===== src/rtl/alu_pkg.sv =====
// Shared encodings for the ALU issue stage: ALUSRC codes, MIPS opcodes/functs and ANN op codes.
package alu_pkg;

    localparam logic [2:0] ALU_ADD   = 3'b000;
    localparam logic [2:0] ALU_SUB   = 3'b001;
    localparam logic [2:0] ALU_AND   = 3'b010;
    localparam logic [2:0] ALU_OR    = 3'b011;
    localparam logic [2:0] ALU_ANN   = 3'b100;
    localparam logic [2:0] ALU_WLOAD = 3'b101;

    localparam logic [5:0] OP_RTYPE = 6'h00;
    localparam logic [5:0] OP_BEQ   = 6'h04;
    localparam logic [5:0] OP_ADDI  = 6'h08;
    localparam logic [5:0] OP_ADDIU = 6'h09;
    localparam logic [5:0] OP_ANDI  = 6'h0C;
    localparam logic [5:0] OP_ORI   = 6'h0D;
    localparam logic [5:0] OP_LW    = 6'h23;
    localparam logic [5:0] OP_SW    = 6'h2B;
    localparam logic [5:0] OP_ANN   = 6'h1C;

    localparam logic [5:0] F_ADD  = 6'h20;
    localparam logic [5:0] F_ADDU = 6'h21;
    localparam logic [5:0] F_SUB  = 6'h22;
    localparam logic [5:0] F_SUBU = 6'h23;
    localparam logic [5:0] F_AND  = 6'h24;
    localparam logic [5:0] F_OR   = 6'h25;

    localparam logic [5:0] ANN_F_EVAL  = 6'h00;
    localparam logic [5:0] ANN_F_WLOAD = 6'h01;

    typedef enum logic [1:0] {ImmNone, ImmSext, ImmZext} imm_sel_e;

endpackage


===== src/rtl/alu_decode.sv =====
// Combinational decoder: instruction word to ALUSRC, immediate select, destination and control bits.
module alu_decode
    import alu_pkg::*;
#(
    parameter logic [5:0] ANN_OPCODE = OP_ANN
) (
    input  logic [31:0] instr_i,
    output logic [2:0]  alusrc_o,
    output imm_sel_e    imm_sel_o,
    output logic [4:0]  rd_o,
    output logic        regwrite_o,
    output logic        memread_o,
    output logic        memwrite_o,
    output logic        uses_rs_o,
    output logic        uses_rt_o,
    output logic        wload_o,
    output logic        illegal_o
);

    logic [5:0] opcode;
    logic [5:0] funct;

    assign opcode = instr_i[31:26];
    assign funct  = instr_i[5:0];

    always_comb begin
        alusrc_o   = ALU_AND;
        imm_sel_o  = ImmNone;
        rd_o       = 5'd0;
        regwrite_o = 1'b0;
        memread_o  = 1'b0;
        memwrite_o = 1'b0;
        uses_rs_o  = 1'b0;
        uses_rt_o  = 1'b0;
        wload_o    = 1'b0;
        illegal_o  = 1'b0;
        if (opcode == OP_RTYPE) begin
            uses_rs_o  = 1'b1;
            uses_rt_o  = 1'b1;
            rd_o       = instr_i[15:11];
            regwrite_o = 1'b1;
            case (funct)
                F_ADD, F_ADDU: alusrc_o = ALU_ADD;
                F_SUB, F_SUBU: alusrc_o = ALU_SUB;
                F_AND:         alusrc_o = ALU_AND;
                F_OR:          alusrc_o = ALU_OR;
                default:       illegal_o = 1'b1;
            endcase
        end else if (opcode == ANN_OPCODE) begin
            uses_rs_o = 1'b1;
            uses_rt_o = 1'b1;
            if (funct == ANN_F_EVAL) begin
                alusrc_o   = ALU_ANN;
                rd_o       = instr_i[15:11];
                regwrite_o = 1'b1;
            end else if (funct == ANN_F_WLOAD) begin
                alusrc_o = ALU_WLOAD;
                wload_o  = 1'b1;
            end else begin
                illegal_o = 1'b1;
            end
        end else begin
            case (opcode)
                OP_ADDI, OP_ADDIU, OP_ANDI, OP_ORI, OP_LW: begin
                    uses_rs_o  = 1'b1;
                    rd_o       = instr_i[20:16];
                    regwrite_o = 1'b1;
                    imm_sel_o  = ImmSext;
                    alusrc_o   = ALU_ADD;
                    if (opcode == OP_ANDI) begin
                        alusrc_o  = ALU_AND;
                        imm_sel_o = ImmZext;
                    end else if (opcode == OP_ORI) begin
                        alusrc_o  = ALU_OR;
                        imm_sel_o = ImmZext;
                    end
                    memread_o = (opcode == OP_LW);
                end
                // Store data travels on rt, so it still counts as a read for hazards.
                OP_SW: begin
                    uses_rs_o  = 1'b1;
                    uses_rt_o  = 1'b1;
                    imm_sel_o  = ImmSext;
                    alusrc_o   = ALU_ADD;
                    memwrite_o = 1'b1;
                end
                OP_BEQ: begin
                    uses_rs_o = 1'b1;
                    uses_rt_o = 1'b1;
                    alusrc_o  = ALU_SUB;
                end
                default: illegal_o = 1'b1;
            endcase
        end
        if (illegal_o) begin
            alusrc_o   = ALU_AND;
            imm_sel_o  = ImmNone;
            rd_o       = 5'd0;
            regwrite_o = 1'b0;
            memread_o  = 1'b0;
            memwrite_o = 1'b0;
            uses_rs_o  = 1'b0;
            uses_rt_o  = 1'b0;
            wload_o    = 1'b0;
        end
    end

endmodule


===== src/rtl/alu_issue_stage.sv =====
// ID/EX issue stage: decode, EX/MEM forwarding, load-use stall and the registered ALU operand slot.
module alu_issue_stage
    import alu_pkg::*;
#(
    parameter logic [5:0] ANN_OPCODE = OP_ANN
) (
    input  logic        clk,
    input  logic        rst,
    input  logic        in_valid,
    output logic        in_ready,
    input  logic [31:0] in_instr,
    input  logic [31:0] in_rs_val,
    input  logic [31:0] in_rt_val,
    input  logic [31:0] ex_y,
    input  logic [4:0]  mem_rd,
    input  logic        mem_regwrite,
    input  logic [31:0] mem_data,
    input  logic        flush,
    input  logic        out_ready,
    output logic        out_valid,
    output logic [31:0] A,
    output logic [31:0] B,
    output logic [31:0] C,
    output logic [2:0]  ALUSRC,
    output logic [4:0]  out_rd,
    output logic        out_regwrite,
    output logic        out_memread,
    output logic        out_memwrite,
    output logic        out_illegal
);

    logic [2:0] dec_alusrc;
    imm_sel_e   dec_imm_sel;
    logic [4:0] dec_rd;
    logic       dec_regwrite, dec_memread, dec_memwrite;
    logic       dec_uses_rs, dec_uses_rt, dec_wload, dec_illegal;

    alu_decode #(
        .ANN_OPCODE(ANN_OPCODE)
    ) u_decode (
        .instr_i   (in_instr),
        .alusrc_o  (dec_alusrc),
        .imm_sel_o (dec_imm_sel),
        .rd_o      (dec_rd),
        .regwrite_o(dec_regwrite),
        .memread_o (dec_memread),
        .memwrite_o(dec_memwrite),
        .uses_rs_o (dec_uses_rs),
        .uses_rt_o (dec_uses_rt),
        .wload_o   (dec_wload),
        .illegal_o (dec_illegal)
    );

    logic        valid_q, regwrite_q, memread_q, memwrite_q, illegal_q;
    logic [31:0] a_q, b_q, c_q;
    logic [2:0]  alusrc_q;
    logic [4:0]  rd_q;

    logic [4:0]  rs_idx, rt_idx;
    logic [31:0] rs_fwd, rt_fwd, a_d, b_d, c_d;
    logic        ex_fwd_ok, hazard, transfer;

    assign rs_idx = in_instr[25:21];
    assign rt_idx = in_instr[20:16];

    // A held load has no result in EX yet; it can only be forwarded once it reaches MEM.
    assign ex_fwd_ok = valid_q && regwrite_q && !memread_q;

    always_comb begin
        rs_fwd = in_rs_val;
        if (rs_idx != 5'd0 && ex_fwd_ok && rd_q == rs_idx) begin
            rs_fwd = ex_y;
        end else if (rs_idx != 5'd0 && mem_regwrite && mem_rd == rs_idx) begin
            rs_fwd = mem_data;
        end
        rt_fwd = in_rt_val;
        if (rt_idx != 5'd0 && ex_fwd_ok && rd_q == rt_idx) begin
            rt_fwd = ex_y;
        end else if (rt_idx != 5'd0 && mem_regwrite && mem_rd == rt_idx) begin
            rt_fwd = mem_data;
        end
    end

    always_comb begin
        a_d = rs_fwd;
        unique case (dec_imm_sel)
            ImmSext: b_d = {{16{in_instr[15]}}, in_instr[15:0]};
            ImmZext: b_d = {16'd0, in_instr[15:0]};
            default: b_d = rt_fwd;
        endcase
        c_d = dec_wload ? in_rt_val : 32'd0;
    end

    assign hazard = in_valid && valid_q && memread_q && rd_q != 5'd0 &&
                    ((dec_uses_rs && rs_idx == rd_q) || (dec_uses_rt && rt_idx == rd_q));
    assign in_ready = !rst && !flush && !hazard && (!valid_q || out_ready);
    assign transfer = in_valid && in_ready;

    always_ff @(posedge clk) begin
        if (rst || flush) begin
            valid_q    <= 1'b0;
            alusrc_q   <= ALU_ADD;
            regwrite_q <= 1'b0;
            memread_q  <= 1'b0;
            memwrite_q <= 1'b0;
            illegal_q  <= 1'b0;
            if (rst) begin
                a_q  <= 32'd0;
                b_q  <= 32'd0;
                c_q  <= 32'd0;
                rd_q <= 5'd0;
            end
        end else if (transfer) begin
            valid_q    <= 1'b1;
            a_q        <= a_d;
            b_q        <= b_d;
            c_q        <= c_d;
            alusrc_q   <= dec_alusrc;
            rd_q       <= dec_rd;
            regwrite_q <= dec_regwrite;
            memread_q  <= dec_memread;
            memwrite_q <= dec_memwrite;
            illegal_q  <= dec_illegal;
        end else if (out_ready) begin
            valid_q    <= 1'b0;
            alusrc_q   <= ALU_ADD;
            regwrite_q <= 1'b0;
            memread_q  <= 1'b0;
            memwrite_q <= 1'b0;
            illegal_q  <= 1'b0;
        end
    end

    assign out_valid    = valid_q;
    assign A            = a_q;
    assign B            = b_q;
    assign C            = c_q;
    assign ALUSRC       = alusrc_q;
    assign out_rd       = rd_q;
    assign out_regwrite = regwrite_q;
    assign out_memread  = memread_q;
    assign out_memwrite = memwrite_q;
    assign out_illegal  = illegal_q;

endmodule

===== config.mk =====
export PLATFORM = sky130hd
export DESIGN_NAME = alu_issue_stage
export DESIGN_NICKNAME = d
export VERILOG_FILES = /design/src/rtl/alu_pkg.sv /design/src/rtl/alu_decode.sv /design/src/rtl/alu_issue_stage.sv
export SDC_FILE = /design/constraint.sdc
export NUM_CORES = 1
export LEC_CHECK = 0
export CAP_MARGIN = 10
export CORE_ASPECT_RATIO = 2
export CORE_MARGIN = 2
export CORE_UTILIZATION = 50
export DETAILED_ROUTE_END_ITERATION = 7
export DONT_BUFFER_PORTS = 1
export PLACE_DENSITY = 0.67
export SETUP_SLACK_MARGIN = 0.4
export SKIP_CTS_REPAIR_TIMING = 1
export SLEW_MARGIN = 20
export SYNTH_ARGS = -nofsm -noshare
export SYNTH_HDL_FRONTEND = slang
export SYNTH_SLANG_ARGS = --single-unit
export TNS_END_PERCENT = 1

===== constraint.sdc =====
create_clock -name clk -period 4.6 [get_ports clk]
set_input_delay 0.46 -clock clk [delete_from_list [all_inputs] [get_ports clk]]
set_output_delay 0.46 -clock clk [all_outputs]
set_load 0.1 [all_outputs]

==> key figures <==
Status
  • Status: complete, no violations

Synthesis
  • Flops & latches, synth: 109
  • Compound-cell area share of the yosys netlist: 0.134
  • Post-synth top area cell: edfxtp_1
  • Fraction of registers with async set/reset: 0
  • Post-synthesis xor/xnor area fraction: 0.0308
  • Synth top area cells: edfxtp_1 (51%), mux2i_1 (12%), a211oi_1 (6.0%)
  • Multiplexer area fraction after synthesis: 0.119
  • Syn_area_per_cell: 11.4 sq um
  • Post-synthesis simple-gate area fraction: 0.150
  • Post-synthesis instance total: 525
  • Synth Net Count: 698
  • Synth Area in Adders: 0.00419
  • Post-synth top flop: edfxtp_1
  • Largest family of logic cells by synthesized area: simple AND/OR/NAND/NOR gates
  • Post-synth top area share: 0.508
  • Yosys synthesis warning count: 0
  • Seq/Total Area, Yosys: 0.535
  • Post-synth EDFFs: 101
  • Yosys cell types: 44
  • Synthesized area: 5970 sq um

Placed design
  • Placer Congestion: 0.894
  • Placed Cells: 654
  • Port Buffer Count: 0
  • Pre-CTS WS: 1.11 ns
  • DP HPWL: 12800 um

Critical path
  • CP Capture Type: flip-flop
  • Worst Setup Start Kind: flip-flop
  • R2r setup slk: 1.35 ns
  • CP max FO: 36
  • CP Class: flip-flop to flip-flop
  • CP Data Arrival Time: 3.34 ns
  • Required @ worst endpoint: 4.69 ns

Final layout
  • Fillers: 997
  • Finished Layout Cells: 670
  • Layout area overhead: 7.86%
  • Layout cell share with drive strength beyond 1: 0.0800
  • # nets final: 693
  • Sequential Area: 3190 sq um
  • Area of the multi-input gates: 2640 sq um
  • Antenna diodes: 0

Floorplan
  • Core ar.: 11700 sq um
  • I/O pins: 281
  • FP Rows: 56
  • Die Y: 159 um
  • Die Area: 12900 sq um
  • Initial Util: 0.510
  • DIE WIDTH: 81.3 um

Routing
  • Starting DRC count in detailed routing: 337
  • WL per Instance: 25.4 um
  • Final wirelength: 17000 um
  • Drt drc: 0
  • Post-route ant nets: 0
  • First-pass DRT Iterations: 6
  • Vias/cell: 6.39
  • Routed vias: 4283

STA
  • Crit path time final: 3.25 ns
  • Post-route worst setup slack: 1.35 ns
  • Fmax: 0.308 GHz
  • Final period util: 0.706
  • Final hold slack: 0.308 ns
  • Total Neg Setup Slack: 0 ns
  • Pins Over Slew Limit: 0
  • Least-Margin Pin Slew: 1.04 ns
  • Rel. slew slack: 0.307
  • Skew final: 0.0103 ns
  • # setup viols final: 0
  • Unrepaired setup endpoints after global routing: no
  • Final hold violation count: 0

Global routing
  • GRT Total Usage: 0.259
  • Top Usage Layer GRT: met2
  • Pin count of the biggest net entering global routing: 47
  • Vias in the first global route: 4372
  • First-pass GRT wire length: 24500 um
  • Met2 Usage GRT: 0.464
  • GRT Residual Overflow: 0
  • Met1 usage: 0.275
  • Met3 usage: 0.0726
  • Initial antenna violation count: 0

Clock network
  • Clk_lat worst skew: 0.34 ns
  • Clock Pin Slew Worst Setup and Hold Paths: 0.08 ns
  • CTS H-Tree Depth: 3
  • Clock sinks: 109
  • Inserted Clock Buffers: 9
  • Root buf cell: clkbuf_16
  • Maximum buffer depth of the clock tree: 2
  • TritonCTS clock tree: built

Power and ir drop
  • P_leak: 2.28 nW
  • Total power: 2.64 mW
  • Power Density: 411 nW/um^2
  • Maximum VDD drop: 0.205 mV

Flow run
  • Max-Cap Viols: 0

Hold path
  • Hold crit path type: input pin to flip-flop
## where the power goes
part           internal (mW)  switching, mW
clock network          0.379          0.365
logic                 0.0619          0.115
registers               1.17          0.556
## synthesized netlist by cell type, drive strengths merged (2+ instances only)
library cell / count
o21ai: 3
nor2: 81
a211o: 18
clkbuf: 13
nor3: 6
dfxtp: 8
nand3: 7
a21o: 15
or2: 3
nand3b: 4
nand4: 3
edfxtp: 101
inv: 3
a22oi: 5
mux2i: 71
nand2: 31
and2: 33
and3: 2
a211oi: 49
xor2: 7
buf: 20
or4: 3
nor4: 2
ha: 2
xnor2: 14
or4b: 2
or3: 4
o211ai: 2
a21oi: 5
## kinds of logic after synthesis
group | count (synthesis)
buffers and inverters | 36
xor gates and xnor gates | 21
muxes | 71
AOI/OAI and AO/OA | 102
and+or+nand+nor | 184
adders and majority gates | 2
DFF | 109
## layer usage
metal,up-vias,share of wire
li1,1949,-
met1,2087,0.34
met2,217,0.56
met3,30,0.073
met4,0,0.032
met5,-,0
## cell type report
type	instances	share of cell area
repair buffers	17	0.0198
clock buffers	10	0.0356
well taps	145	0.0282
flip-flops and latches	109	0.496
multi-input cells	380	0.410
inverters	3	0.00175
clock inverters	6	0.00836
## metrics by stage
| step | util | area [sq um] |
|---|---|---|
| detailed placement | 0.525 | 6150 |
| global placement | 0.525 | 6150 |
| floorplan | - | 5970 |
| global route | 0.550 | 6440 |
| CTS | 0.550 | 6430 |
| finish | 0.550 | 6440 |
## flip-flops by register name, summed over array words and instances (netlist names)
| name | cells |
|---|---|
| B | 32 |
| A | 32 |
| out_memwrite | 1 |
| ALUSRC | 3 |
| out_valid | 1 |
| out_regwrite | 1 |
| out_illegal | 1 |
| out_memread | 1 |
| C | 32 |
| out_rd | 5 |
## final timing paths
| kind | start | endpoint | depth (start not counted) |
|---|---|---|---|
| max | out_valid$_SDFFE_PP0P_ | B[12]$_SDFFCE_PP0P_ | 7 |
| min | in_instr[6] | B[6]$_SDFFCE_PP0P_ | 1 |
| min reg2reg | out_regwrite$_SDFFE_PP0P_ | out_regwrite$_SDFFE_PP0P_ | 3 |
| max reg2reg | out_valid$_SDFFE_PP0P_ | B[12]$_SDFFCE_PP0P_ | 7 |
## layout by cell type (no fill, tap or decap), types with 7 or more instances in the layout
cell type,netlist,routed
a21o_1,15,15
mux2i_1,71,71
nand3_1,7,7
dfxtp_1,8,8
nand2_1,31,31
edfxtp_1,101,101
a211o_1,18,18
a211oi_1,48,48
nor2_1,81,80
xor2_1,7,7
buf_4,0,17
clkbuf_16,0,9
xnor2_1,14,14
and2_1,33,33
## critical path, cell delays in order, from the launching register on
cell      delay (ns)
dfxtp_1         1.00
nand2_1         0.11
nor2_1          0.16
or4b_2          0.95
buf_4           0.38
nor2_1          0.14
a211oi_1        0.06
a21o_1          0.17
Note: power is estimated with default switching activity, not from simulation.
